$ cat src/rtl/nibble_pack_writer.sv
// nibble_pack_writer
//
// Write-side packer for the 4-bit-pixel frame buffer. Accepts a stream of
// 4-bit palette indices starting at a 20-bit nibble address, packs them four
// per 16-bit word (nibble n in bits [4n+3:4n], n = nibble_addr[1:0]) and
// issues masked word writes on an 18-bit word-addressed write port.
// Unaligned starts, partial final words and wrap at 2^20 nibbles are handled.
//
// Ports:
//   clk        system clock, rising edge
//   reset      asynchronous, active-high; aborts any transfer
//   start      one-cycle transfer request, honoured only in IDLE
//   base_addr  nibble address of the first pixel (latched on start)
//   length     pixel count (latched on start); zero is legal
//   pix_data   pixel palette index
//   pix_valid  pix_data valid this cycle
//   pix_ready  pixel accepted this cycle when high together with pix_valid
//   wr_en      one-cycle word write strobe
//   wr_addr    word address of the write
//   wr_data    packed word; nibbles outside wr_mask are 0
//   wr_mask    nibble write enables, bit n covers wr_data[4n+3:4n]
//   busy       high whenever a transfer is in progress (state != IDLE)
//   done       one-cycle pulse at the end of a transfer
module nibble_pack_writer (
  input  logic        clk,
  input  logic        reset,
  input  logic        start,
  input  logic [19:0] base_addr,
  input  logic [19:0] length,
  input  logic [3:0]  pix_data,
  input  logic        pix_valid,
  output logic        pix_ready,
  output logic        wr_en,
  output logic [17:0] wr_addr,
  output logic [15:0] wr_data,
  output logic [3:0]  wr_mask,
  output logic        busy,
  output logic        done
);

  typedef enum logic [1:0] {
    S_IDLE = 2'd0,
    S_RUN  = 2'd1,
    S_DONE = 2'd2
  } state_t;

  state_t      state;
  state_t      state_next;

  logic [19:0] cur_addr;
  logic [19:0] remaining;
  logic [15:0] pack_buf;
  logic [3:0]  pack_mask;

  logic        accept;
  logic        last_pix;
  logic        emit;
  logic [1:0]  nib;
  logic [3:0]  nib_shift;
  logic [15:0] buf_ins;
  logic [3:0]  mask_ins;

  // Input stage: merge the incoming pixel into the partial word
  assign accept    = pix_valid & pix_ready;
  assign nib       = cur_addr[1:0];
  assign nib_shift = {nib, 2'b00};
  assign last_pix  = (remaining == 20'd1);
  // A word is flushed when its top nibble is filled or the stream ends.
  assign emit      = (nib == 2'd3) | last_pix;
  assign buf_ins   = (pack_buf & ~(16'h000F << nib_shift)) |
                     ({12'h000, pix_data} << nib_shift);
  assign mask_ins  = pack_mask | (4'b0001 << nib);

  always_ff @(posedge clk or posedge reset) begin
    if (reset) begin
      state <= S_IDLE;
    end else begin
      state <= state_next;
    end
  end

  always_comb begin
    state_next = state;
    pix_ready  = 1'b0;
    busy       = 1'b1;
    done       = 1'b0;
    case (state)
      S_IDLE: begin
        busy = 1'b0;
        if (start) begin
          state_next = (length == 20'd0) ? S_DONE : S_RUN;
        end
      end
      S_RUN: begin
        pix_ready = 1'b1;
        if (pix_valid && last_pix) begin
          state_next = S_DONE;
        end
      end
      S_DONE: begin
        done       = 1'b1;
        state_next = S_IDLE;
      end
      default: begin
        state_next = S_IDLE;
      end
    endcase
  end

  // Output stage: registered word write, held between strobes
  always_ff @(posedge clk or posedge reset) begin
    if (reset) begin
      cur_addr  <= 20'd0;
      remaining <= 20'd0;
      pack_buf  <= 16'd0;
      pack_mask <= 4'd0;
      wr_en     <= 1'b0;
      wr_addr   <= 18'd0;
      wr_data   <= 16'd0;
      wr_mask   <= 4'd0;
    end else begin
      wr_en <= 1'b0;
      if (state == S_IDLE && start) begin
        cur_addr  <= base_addr;
        remaining <= length;
        pack_buf  <= 16'd0;
        pack_mask <= 4'd0;
      end else if (accept) begin
        // Increment wraps naturally at 2^20; the wrap always lands on a
        // word boundary, so no word ever straddles it.
        cur_addr  <= cur_addr + 20'd1;
        remaining <= remaining - 20'd1;
        if (emit) begin
          wr_en     <= 1'b1;
          wr_addr   <= cur_addr[19:2];
          wr_data   <= buf_ins;
          wr_mask   <= mask_ins;
          pack_buf  <= 16'd0;
          pack_mask <= 4'd0;
        end else begin
          pack_buf  <= buf_ins;
          pack_mask <= mask_ins;
        end
      end
    end
  end

endmodule

$ cat config.mk
export PLATFORM = sky130hd
export DESIGN_NAME = nibble_pack_writer
export DESIGN_NICKNAME = d
export VERILOG_FILES = /design/src/rtl/nibble_pack_writer.sv
export SDC_FILE = /design/constraint.sdc
export NUM_CORES = 1
export LEC_CHECK = 0
export ABC_AREA = 1
export BUFFER_PORTS_ARGS = -buffer_cell sky130_fd_sc_hd__buf_2
export CAP_MARGIN = 20
export CORE_MARGIN = 4
export CORE_UTILIZATION = 57
export CTS_CLUSTER_SIZE = 10
export DETAILED_ROUTE_END_ITERATION = 8
export PLACE_DENSITY_LB_ADDON = 0.25
export SYNTH_ARGS = -nofsm -noshare
export SYNTH_HDL_FRONTEND = slang
export SYNTH_SLANG_ARGS = --single-unit
export TNS_END_PERCENT = 1
$ cat constraint.sdc
create_clock -name clk -period 3.3 [get_ports clk]
set_input_delay 0.33 -clock clk [delete_from_list [all_inputs] [get_ports clk]]
set_output_delay 0.33 -clock clk [all_outputs]
set_load 0.01 [all_outputs]
-- Word-level counts from Yosys, hierarchy flattened
Index checks and enable logic that the tools add are counted.
- register bits after elaboration: 101
- bits of input ports: 48
- output and inout bits: 42
- logic and storage cells: 54
- add/subtract/negate cells: 2
- eq/ne operators: 6
- shift operators: 3
- multiplexer cells: 20
- bitwise operators: 7
- reductions and logical operators: 7
- operator list (kind ; count):
    two-way mux 20 bit ; 4
    two-way mux 16 bit ; 3
    adder 20 x 1 -> 20 bit (second input constant) ; 1
    equality test 20 x 1 -> 1 bit (second input constant) ; 1
    zero test 20 bit ; 1
    subtractor 20 x 1 -> 20 bit (second input constant) ; 1
    bitwise AND 16 bit ; 1
    NOT 16 bit ; 1
    bitwise OR 16 bit ; 1
    left shift 4 x 4 -> 16 bit ; 1
    left shift 4 x 4 -> 16 bit (first input constant) ; 1
    two-way mux 4 bit ; 3
    two-way mux 1 bit ; 6
    two-way mux 2 bit ; 3
    equality test 2 bit (second input constant) ; 2
    inequality test 2 bit (second input constant) ; 2
    bitwise OR 4 bit ; 1
    case mux 2 bit (2 select lines) ; 1
    left shift 1 x 2 -> 4 bit (first input constant) ; 1
    AND reduction 3 bit ; 1
    equality test 2 x 1 -> 1 bit (second input constant) ; 1
    logical AND 1 bit ; 2
    zero test 2 bit ; 1
    AND reduction 2 bit ; 1
    4 further kinds ; 4

-- Longest topological paths before layout
Gate-level depths: netlist (run 1).
- depth after elaboration: 7
- mapped depth: 11
- depth with buffers taken out: 9

-- Worst setup path before layout (run 1)
No wires, ideal clock.
- kind: reg-to-reg
- start point: register remaining[0]
- end point: register remaining[12]
- setup time: 0.124 ns
- data arrival time: 1.418 ns
- required time: 3.176 ns
- path slack: 1.757 ns
- stages on the path, launching flop included: 9
- path buffers: 1
- clock period less this slack: 1.543 ns
- cells stage by stage: dfrtp_1 > inv_1 > ha_1 > clkbuf_1 > nand2_1 > nor2_1 > nand4_1 > nand3_1 > nand3_1
- word-level cells in the longest chain between the ends: 3
- ends and longest elaborated chain (item ; line ; text):
    start: declaration ; 51 ; logic [19:0] remaining;
    start signal: assignment ; 125 ; remaining <= length;
    start signal: assignment ; 132 ; remaining <= remaining - 20'd1;
    subtractor 20 x 1 -> 20 bit ; 132 ;
    two-way mux 20 bit ; 128 ; end else if (accept) begin
    two-way mux 20 bit ; 123 ; if (state == S_IDLE && start) begin
No other way between the ends. The select of a mux whose other input is x is not followed.
A chain may end at the register's enable or synchronous reset.

-- Worst setup path in the final report (run 1)
- start point: register cur_addr[0]
- end point: register pack_mask[3]
- word-level cells in the longest chain between the ends: 5
- elaborated cells between the ends (all ways): 7
- classes of those cells: eq/ne: 1; shift: 1; mux: 3; bitwise: 2
- ends and longest elaborated chain (item ; line ; text):
    start: declaration ; 50 ; logic [19:0] cur_addr;
    start signal: assignment ; 124 ; cur_addr <= base_addr;
    start signal: assignment ; 131 ; cur_addr <= cur_addr + 20'd1;
    equality test 2 bit / left shift 1 x 2 -> 4 bit (equally long branches) ; 69, 72 ;
    bitwise OR 1 bit / bitwise OR 4 bit (equally long branches) ; 69, 72 ;
    two-way mux 4 bit * ; 133 ; if (emit) begin
    two-way mux 4 bit * ; 128 ;
    two-way mux 4 bit * ; 123 ;
    end signal: assignment ; 142 ; pack_mask <= mask_ins;
    end: declaration ; 53 ; logic [3:0] pack_mask;
Mark *: on every way between the ends. The rest lies on a longest branch, timed or not. The select of a mux whose other input is x is not followed.

==> impl_metrics.tcl, run 1 <==
set metrics [dict create \
    cp_data_arrival_time_ps 2730 \
    io_pins 90 \
    p_int_w 0.00305 \
    drt_iter0_markers 343 \
    cts_resized 0 \
    postSynthCellCount 764 \
    initial_core_util_pct 59.1 \
    finalPower_w 0.00554 \
    synth_cell_types 32 \
    cp_slowest_stage_delay_ps 650 \
    yosysWarnings 0 \
    crit_path_frequent_cell "inv_1" \
    p_sw_share_pct 44.9 \
    totalWireLength_mm 13.9 \
    ir_worst_vdd_mv 0.496 \
    status "finished, final reports clean" \
    routedWlPerCell_um 14.3 \
    power.share.clock_pct 15.5 \
    fin_crit_sh_pct 73.6 \
    grtUsageTotal_pct 25.6 \
    nFillCells 835 \
    drive_gt1_share_pct 15.3 \
    syn_nets 818 \
    netlist_area_um2 5510 \
    relSlewSlack_pct 47.1 \
    die_x_um 106 \
    power_density_nw_per_um2 888 \
    setup_ws_ps 871 \
    startpoint_type "flip-flop" \
    worstMarginPinSlew_ps 794 \
    crit_required_ps 3600 \
    critical-path-slowest-cell "nand2_2" \
    hold_violations 0 \
    clkSinkCount 101 \
    cts_setup_buffers 0 \
    hold_path.class "in2async" \
    cp_max_fo 45 \
    dp_slack_ps 903 \
    detail_route.drc_violations 0 \
    groute.layer.met2.usage_pct 43.9 \
    antenna_found_initial 0 \
    n_antenna_cell 0 \
    grt_most_used_layer "met2" \
    die-area_um2 11300 \
    die_h_um 106 \
    cts_tree "yes" \
    drv_slew 0 \
    synth-seq-cells 101 \
    drtAntennaViolNets 0 \
    syn_avg_cell_area_um2 7.21 \
    core_area_um2 9330 \
    finalClockSkew_ps 10.9 \
    clk_pin_slew_worst_paths_ps 90 \
    finalSetupTns_ps 0 \
    setup.worst_path.end_class "flip-flop" \
    cts_made_buffers 9 \
    layout_min_cycle_time_ps 2430 \
    grt_pass1_vias 5055 \
    p_switching_w 0.00249 \
    clock_latency_ps 370 \
    synth-seq-area-share_pct 45.9 \
    cellLeakagePower_nw 3.36 \
    cts_buffer_depth 2 \
    rsz0062_at_grt "false" \
    root_buffer "clkbuf_8" \
    rows 35 \
    place_congestion 0.926 \
    grtUsageMet1_pct 32.9 \
    crit_chain "ha_1 -> inv_1 -> nand2_4 -> nand2_2 -> inv_1 -> nor2_1" \
    port-buffer-count 89 \
    seq_power_share_pct 39.6 \
    grt_pass1_wl_mm 23.4 \
    critPathKind "reg2reg" \
    dr.pass1.iters 5 \
    syn2layout_area_growth_pct 13.3 \
    finalSetupViolCount 0 \
    cts-hold-fix-buffers 0 \
    dp_hpwl_mm 9.93 \
    grt_max_degree 66 \
    cts_htree_levels 3 \
    max_freq_ghz 0.412 \
    share_comb_of_total_power_pct 44.9 \
    route.vias.total 5199 \
    grt_overflow 0 \
    drv_cap 0 \
    vias_per_cell 5.32 \
    fin_nets 897 \
    met3_usage_pct 4.68 \
]
## power by group through the flow
stage               clock network (W)  registers (W)  logic, W
floorplan                           0        0.00220   0.00173
global placement                    0        0.00218   0.00237
detailed placement                  0        0.00221   0.00246
CTS                          0.000872        0.00219   0.00248
global route                 0.000915        0.00227   0.00281
finish                       0.000860        0.00219   0.00249
## synth_stat cells
cell type | number | area, µm²
a21oi_1 | 2 | 10.0
a22oi_1 | 2 | 15.0
and3_1 | 1 | 6.26
buf_1 | 1 | 3.75
buf_2 | 18 | 90.1
buf_4 | 3 | 22.5
buf_6 | 2 | 22.5
clkbuf_1 | 6 | 22.5
clkinv_1 | 1 | 3.75
dfrtp_1 | 101 | 2530
ha_1 | 6 | 75.1
inv_1 | 76 | 285
inv_2 | 2 | 7.51
nand2_1 | 305 | 1140
nand2_2 | 2 | 12.5
nand2_4 | 1 | 11.3
nand3_1 | 81 | 405
nand3_2 | 2 | 20.0
nand3b_1 | 1 | 7.51
nand4_1 | 7 | 43.8
nor2_1 | 59 | 221
nor2_2 | 3 | 18.8
nor2_4 | 1 | 11.3
nor3_1 | 1 | 5.00
nor3b_1 | 1 | 7.51
o211ai_1 | 6 | 45.0
o21ai_0 | 30 | 150
o21bai_1 | 7 | 52.6
o221ai_1 | 3 | 26.3
o22ai_1 | 17 | 106
or2_2 | 5 | 31.3
xor2_1 | 11 | 96.3
## cell usage in the layout (no fill, tap or decap), types with 2 or more instances in the layout
master / n
clkinvlp_4: 3
inv_2: 2
nor2_1: 59
ha_1: 6
clkbuf_8: 9
nor2_2: 3
o211ai_1: 6
a22oi_1: 2
o221ai_1: 3
nand4_1: 7
inv_1: 75
dfrtp_1: 101
nand2_2: 2
buf_2: 89
o22ai_1: 17
or2_2: 5
xor2_1: 11
nand3_2: 2
nand2_1: 305
bufinv_16: 2
a21oi_1: 2
o21bai_1: 7
nand3_1: 81
o21ai_0: 30
buf_4: 9
## final timing paths
| check | from | end | slack (ps) | cells past startpoint |
|---|---|---|---|---|
| setup / recovery | cur_addr[0] | pack_mask[3] | 870 | 6 |
| hold / removal | reset | wr_data[1] | 110 | 2 |
| setup reg to reg | cur_addr[0] | pack_mask[3] | 870 | 6 |
| hold reg to reg | wr_mask[2] | wr_mask[2] | 470 | 2 |
| max in group asynchronous | reset | wr_addr[9] | 2410 | 3 |
| min in group clk | base_addr[12] | cur_addr[12] | 160 | 3 |
## per-layer routing
layer | up-vias | wire (µm)
met5 | - | 0
met4 | 0 | 265
met3 | 23 | 825
met2 | 188 | 6900
met1 | 2426 | 5950
li1 | 2562 | -
## sequential cells by signal, indices dropped and copies added (netlist names)
name / count
cur_addr: 20
pack_buf: 16
wr_mask: 4
pack_mask: 4
state: 2
wr_addr: 18
wr_en: 1
remaining: 20
wr_data: 16
## cell families after synthesis
group,Yosys count,share of synthesized area (%)
AO/OA/AOI/OAI,67,7.36
flip-flops,101,45.9
XOR/XNOR,11,1.75
buffers and inverters,109,8.31
AND/OR/NAND/NOR,470,35.3
adder cells (fa/ha/maj),6,1.36
## stage by stage
step | hold WS (ps) | utilization (%) | instances | cell area [µm²]
finish | 114 | 66.9 | 977 | 6240
global route | 169 | 66.9 | 977 | 6240
global placement | 449 | 64.6 | 961 | 6020
CTS | 132 | 66.9 | 977 | 6240
detailed placement | 453 | 64.6 | 961 | 6020
floorplan | 441 | - | 764 | 5510
## worst max-delay path: cells and delay by family, from the launching register on
kind / cells / cell delay, ps
adders and majority gates: 1 / 310
buffers and inverters: 2 / 410
DFF: 1 / 510
and+or+nand+nor: 3 / 1110
## layout make-up
cell class / count / area [µm²] / area share (%)
inverter: 79 / 299 / 4.79
clock inverter: 6 / 87.6 / 1.40
tap: 129 / 161 / 2.59
timing repair buffer: 98 / 513 / 8.22
clock buffer: 10 / 128 / 2.05
sequential: 101 / 2530 / 40.5
multi-input combinational: 554 / 2520 / 40.4
No activity file was read; power rests on OpenSTA's default activity.
==> run 2, diff against run 1 <==
--- a/config.mk
+++ b/config.mk
@@ -9,7 +9,7 @@
 export BUFFER_PORTS_ARGS = -buffer_cell sky130_fd_sc_hd__buf_2
 export CAP_MARGIN = 20
 export CORE_MARGIN = 4
-export CORE_UTILIZATION = 57
+export CORE_UTILIZATION = 51
 export CTS_CLUSTER_SIZE = 10
 export DETAILED_ROUTE_END_ITERATION = 8
 export PLACE_DENSITY_LB_ADDON = 0.25
==> constraint.sdc (replaced) <==
create_clock -name clk -period 2.03 [get_ports clk]
set_input_delay 0.203 -clock clk [delete_from_list [all_inputs] [get_ports clk]]
set_output_delay 0.203 -clock clk [all_outputs]
set_load 0.01 [all_outputs]
==> run 2 against run 1 <==
  * The run now ends with hold timing left
  * Global-route usage fell by 2.2 points
  * Final cell count rose by 1.4%
  * Non-clock buffer count rose by 7
  * Cell area rose by 1.3%
  * Largest power group unchanged
  * Via count rose by 1.5%
==> impl_metrics.tcl, run 2 (same netlist as run 1, synthesis figures left out) <==
set metrics [dict create \
    status "finished, violations left" \
    violations "hold timing" \
    finalPower_w 0.00905 \
    layout_min_cycle_time_ps 1830 \
    drv_cap 0 \
    cts_buffer_depth 2 \
    finalClockSkew_ps 9.20 \
    core_area_um2 10400 \
    root_buffer "clkbuf_8" \
    die_x_um 112 \
    reg_top3 "cur_addr (20), remaining (20), wr_addr (18)" \
    max_freq_ghz 0.546 \
    crit_required_ps 2300 \
    clkSinkCount 101 \
    dp_slack_ps 222 \
    layout_commonest_cell "nand2_1" \
    drv_slew 0 \
    grt_pass1_vias 5170 \
    relSlewSlack_pct 63.8 \
    postLayoutCellArea_um2 6320 \
    p_sw_share_pct 45.4 \
    final_cell_mix "nand2_1 (305), dfrtp_1 (101), buf_2 (89)" \
    startpoint_type "flip-flop" \
    setup.worst_path.end_class "flip-flop" \
    port-buffer-count 89 \
    syn2layout_area_growth_pct 14.7 \
    r2r_start "cur_addr[1]" \
    hold_path.class "in2async" \
    initial_core_util_pct 52.9 \
    path_buf_inv 0 \
    antenna_found_initial 0 \
    setup_ws_ps 199 \
    p_int_w 0.00494 \
    cts_setup_buffers 0 \
    critPathKind "reg2reg" \
    grt_pass1_wl_mm 24.2 \
    dr_wl_met3_mm 1.12 \
    route.top_layer_used "met4" \
    r2r_end "cur_addr[18]" \
    ir_worst_vdd_mv 0.608 \
    cts_made_buffers 9 \
    dp_hpwl_mm 10.2 \
    io_pins 90 \
    cts_tree "yes" \
    share_comb_of_total_power_pct 45.7 \
    p_switching_w 0.00411 \
    clk_pin_slew_worst_paths_ps 100 \
    grt_overflow 0 \
    met2_length_mm 6.35 \
    drt-met1-wl_mm 6.00 \
    fin_nets 904 \
    cellLeakagePower_nw 3.39 \
    detail_route.drc_violations 0 \
    cts_resized 0 \
    place_congestion 0.962 \
    die_h_um 112 \
    drive_gt1_share_pct 16.3 \
    final_util_pct 60.7 \
    fin_crit_sh_pct 90.2 \
    cp_slowest_stage_delay_ps 370 \
    rows 37 \
    cp_data_arrival_time_ps 2100 \
    reg2reg_depth 8 \
    clock_latency_ps 380 \
    totalWireLength_mm 13.9 \
    rsz0062_at_grt "false" \
    dr.pass1.iters 6 \
    route.vias.total 5278 \
    routedWlPerCell_um 14.0 \
    drtAntennaViolNets 0 \
    whs_ps -26.9 \
    vias_per_cell 5.33 \
    cts_htree_levels 3 \
    cts-hold-fix-buffers 0 \
    critical-path-slowest-cell "dfrtp_1" \
    post_dp_cell_area_um2 6110 \
    crit_chain "ha_1 -> nand3_1 -> nor2_1 -> nand2_1 -> nor2_1 -> nand3_1 -> nand3_1 -> nand2_1" \
    crit_path_frequent_cell "nand3_1" \
    finalSetupTns_ps 0 \
    power.share.clock_pct 14.8 \
    cp_max_fo 5 \
    worstMarginPinSlew_ps 543 \
    hold_violations 48 \
    grt_max_degree 102 \
    path_delay_family "simple AND/OR/NAND/NOR gates" \
    grtUsageTotal_pct 23.4 \
    n_antenna_cell 0 \
    finalSetupViolCount 0 \
    reg2reg_slack_ps 200 \
    seq_power_share_pct 39.4 \
    drt_iter0_markers 371 \
    die-area_um2 12500 \
    power_density_nw_per_um2 1430 \
]
-- run 2: area by class of cell --
class                   instances  area, µm²
clock buffers                   9        124
clock inverters                 7       82.6
fillers                       999       4100
inverters                      79        300
multi-input cells             554       2530
flip-flops and latches        101       2530
well taps                     136        170
repair buffers                105        591
-- run 2: power by group through the flow --
| stage | clock network, W | registers (W) | logic (W) |
|---|---|---|---|
| after CTS | 0.00136 | 0.00355 | 0.00415 |
| final | 0.00134 | 0.00357 | 0.00414 |
| after global routing | 0.00145 | 0.00370 | 0.00474 |
| after global placement | 0 | 0.00354 | 0.00403 |
| after floorplan | 0 | 0.00358 | 0.00282 |
| after detailed placement | 0 | 0.00359 | 0.00413 |
-- run 2: worst max-delay path by stage --
stage | from | end | slack [ps] | depth (start not counted)
floorplan | remaining[0] | remaining[12] | 490 | 8
global placement | cur_addr[1] | wr_mask[0] | 280 | 6
detailed placement | remaining[1] | pack_buf[10] | 220 | 9
CTS | remaining[1] | pack_buf[9] | 170 | 9
global route | cur_addr[1] | cur_addr[16] | 20 | 8
finish | cur_addr[1] | cur_addr[18] | 200 | 8
-- run 2: through the flow --
| step | instances | hold slack (ps) |
|---|---|---|
| 2_1_floorplan | 764 | 320 |
| 3_3_place_gp | 975 | 397 |
| 3_5_place_dp | 975 | 405 |
| 4_1_cts | 991 | 2.27 |
| 5_1_grt | 991 | 10.6 |
| 6_report | 991 | -26.9 |
-- run 2: layer usage --
metal / track usage [%] / vias up
met1: 31.9 / 2422
li1: - / 2586
met2: 37.5 / 232
met4: 8.73 / 0
met5: 0 / -
met3: 4.08 / 38
-- run 2: worst min-delay path, cell delays in order --
cell,delay (ps)
buf_2,110
clkinvlp_4,70
buf_12,410
==> run 3, diff against run 2 <==
--- a/config.mk
+++ b/config.mk
@@ -9,7 +9,7 @@
 export BUFFER_PORTS_ARGS = -buffer_cell sky130_fd_sc_hd__buf_2
 export CAP_MARGIN = 20
 export CORE_MARGIN = 4
-export CORE_UTILIZATION = 51
+export CORE_UTILIZATION = 29
 export CTS_CLUSTER_SIZE = 10
 export DETAILED_ROUTE_END_ITERATION = 8
 export PLACE_DENSITY_LB_ADDON = 0.25
==> run 3 against run 2 <==
  * The flow now finishes without violations
  * Register-to-register slack improved by 50 ps
  * Die area is 70% higher
  * Non-clock buffer count rose by 6
  * Clock power grew 27%
  * Fmax rose by 2.7%
  * Critical path depth grew 1
  * Via count down 4.0%
  * Utilization decreased by 25 points
  * Flip-flop and latch count is the same
  * Setup slack better by 49 ps
==> impl_metrics.tcl, run 3 (same netlist as run 1, synthesis figures left out) <==
set metrics [dict create \
    cp_slowest_stage_delay_ps 440 \
    dp_hpwl_mm 11.5 \
    ff_latch_area_um2 2530 \
    n_antenna_cell 0 \
    final_cell_mix "nand2_1 (305), dfrtp_1 (101), buf_2 (89)" \
    r2r_end "wr_mask[2]" \
    drv_slew 0 \
    worstMarginPinSlew_ps 614 \
    ir_worst_vdd_mv 0.500 \
    reg2reg_slack_ps 250 \
    cellLeakagePower_nw 3.47 \
    drive_gt1_share_pct 16.6 \
    max_freq_ghz 0.561 \
    detail_route.drc_violations 0 \
    core_area_um2 18700 \
    nFillCells 2031 \
    power_density_nw_per_um2 1430 \
    layout_commonest_cell "nand2_1" \
    drv_cap 0 \
    crit_end "wr_mask[2]" \
    routedWlPerCell_um 14.3 \
    fin_crit_sh_pct 87.8 \
    crit_chain "nor2_2 -> nand2_2 -> nor2_4 -> nand3_2 -> nand2_4 -> nand2_2 -> buf_4 -> nand2_1 -> nand2_1" \
    cts_htree_levels 3 \
    reg2reg_depth 9 \
    startpoint_type "flip-flop" \
    final_util_pct 35.2 \
    syn2layout_area_growth_pct 19.5 \
    cp_max_fo 39 \
    grtUsageTotal_pct 15.1 \
    finalSetupViolCount 0 \
    finalClockSkew_ps 8.12 \
    cts_tree "yes" \
    setup.worst_path.end_class "flip-flop" \
    drtAntennaViolNets 0 \
    rsz0062_at_grt "false" \
    totalWireLength_mm 15.7 \
    cts_setup_buffers 0 \
    whs_ps 45.9 \
    drt_iter0_markers 366 \
    critPathKind "reg2reg" \
    die_x_um 146 \
    cts_made_buffers 9 \
    grt_pass1_vias 5026 \
    crit_required_ps 2270 \
    grt_max_degree 40 \
    layout_min_cycle_time_ps 1780 \
    io_pins 90 \
    cts_buffer_depth 2 \
    r2r_start "remaining[10]" \
    place_congestion 0.832 \
    clkSinkCount 101 \
    reg_top3 "cur_addr (20), remaining (20), wr_addr (18)" \
    die_h_um 146 \
    initial_core_util_pct 29.5 \
    die-area_um2 21300 \
    multiInputGateArea_um2 2520 \
    status "finished, final reports clean" \
    root_buffer "clkbuf_16" \
    cp_data_arrival_time_ps 2030 \
    relSlewSlack_pct 59.0 \
    antenna_found_initial 0 \
    hold_path.class "in2reg" \
    dr.pass1.iters 5 \
    fin_nets 910 \
    grt_overflow 0 \
    rows 50 \
    finalSetupTns_ps 0 \
    port-buffer-count 89 \
    critical-path-slowest-cell "dfrtp_1" \
    vias_per_cell 4.63 \
    route.vias.total 5069 \
    grt_pass1_wl_mm 26.1 \
    clk_pin_slew_worst_paths_ps 80 \
    timing.critical_path.from "remaining[10]" \
    clock_latency_ps 350 \
    hold_violations 0 \
]
run 3: critical path: cells and delay by family (launching register included):
kind	cells	cell delay, ps
DFF	1	440
and+or+nand+nor	8	940
buffers and inverters	1	260
run 3: cell type report:
cell class,count,area share (%)
multi-input cells,554,38.3
clock buffers,9,3.42
inverters,79,4.56
flip-flops and latches,101,38.4
clock inverters,7,0.988
repair buffers,111,9.88
well taps,234,4.45
run 3: per-layer routing:
layer  vias to the layer above  share of wire, %  track usage, %
met3                        20               4.5            2.80
met1                      2333                48            20.9
met4                         0               2.0            5.08
met2                       118                46            23.9
met5                         -                 0               0
li1                       2598                 -               -
run 3: repair_timing:
| item | in CTS | in global routing |
|---|---|---|
| endpoints found under the hold margin | 72 | 0 |
| gates resized for setup | 0 | 0 |
| setup endpoints to repair | 0 | 0 |
| hold buffers | 1 | 0 |
run 3: how the worst min path moves through the flow:
stage                   end           from  cells after the start
6_report       cur_addr[12]  base_addr[12]                      3
5_1_grt        cur_addr[12]  base_addr[12]                      3
4_1_cts        cur_addr[12]  base_addr[12]                      3
3_5_place_dp     wr_data[8]          reset                      2
3_3_place_gp     wr_data[8]          reset                      2
2_1_floorplan  cur_addr[10]  base_addr[10]                      2
run 3: per-stage QoR:
stage / total power (W) / setup slack [ps] / instance area, µm² / instances
6_report: 0.00945 / 248 / 6590 / 1095
5_1_grt: 0.0104 / 38.5 / 6590 / 1095
4_1_cts: 0.00961 / 212 / 6590 / 1095
3_5_place_dp: 0.00784 / 240 / 6280 / 1078
3_3_place_gp: 0.00776 / 256 / 6280 / 1078
2_1_floorplan: 0.00639 / 487 / 5510 / 764
run 3: power by group:
group	switching (W)	total (W)	internal, W
Sequential	0.000679	0.00356	0.00288
Clock	0.000841	0.00170	0.000863
Combinational	0.00266	0.00418	0.00152
Total	0.00418	0.00945	0.00527
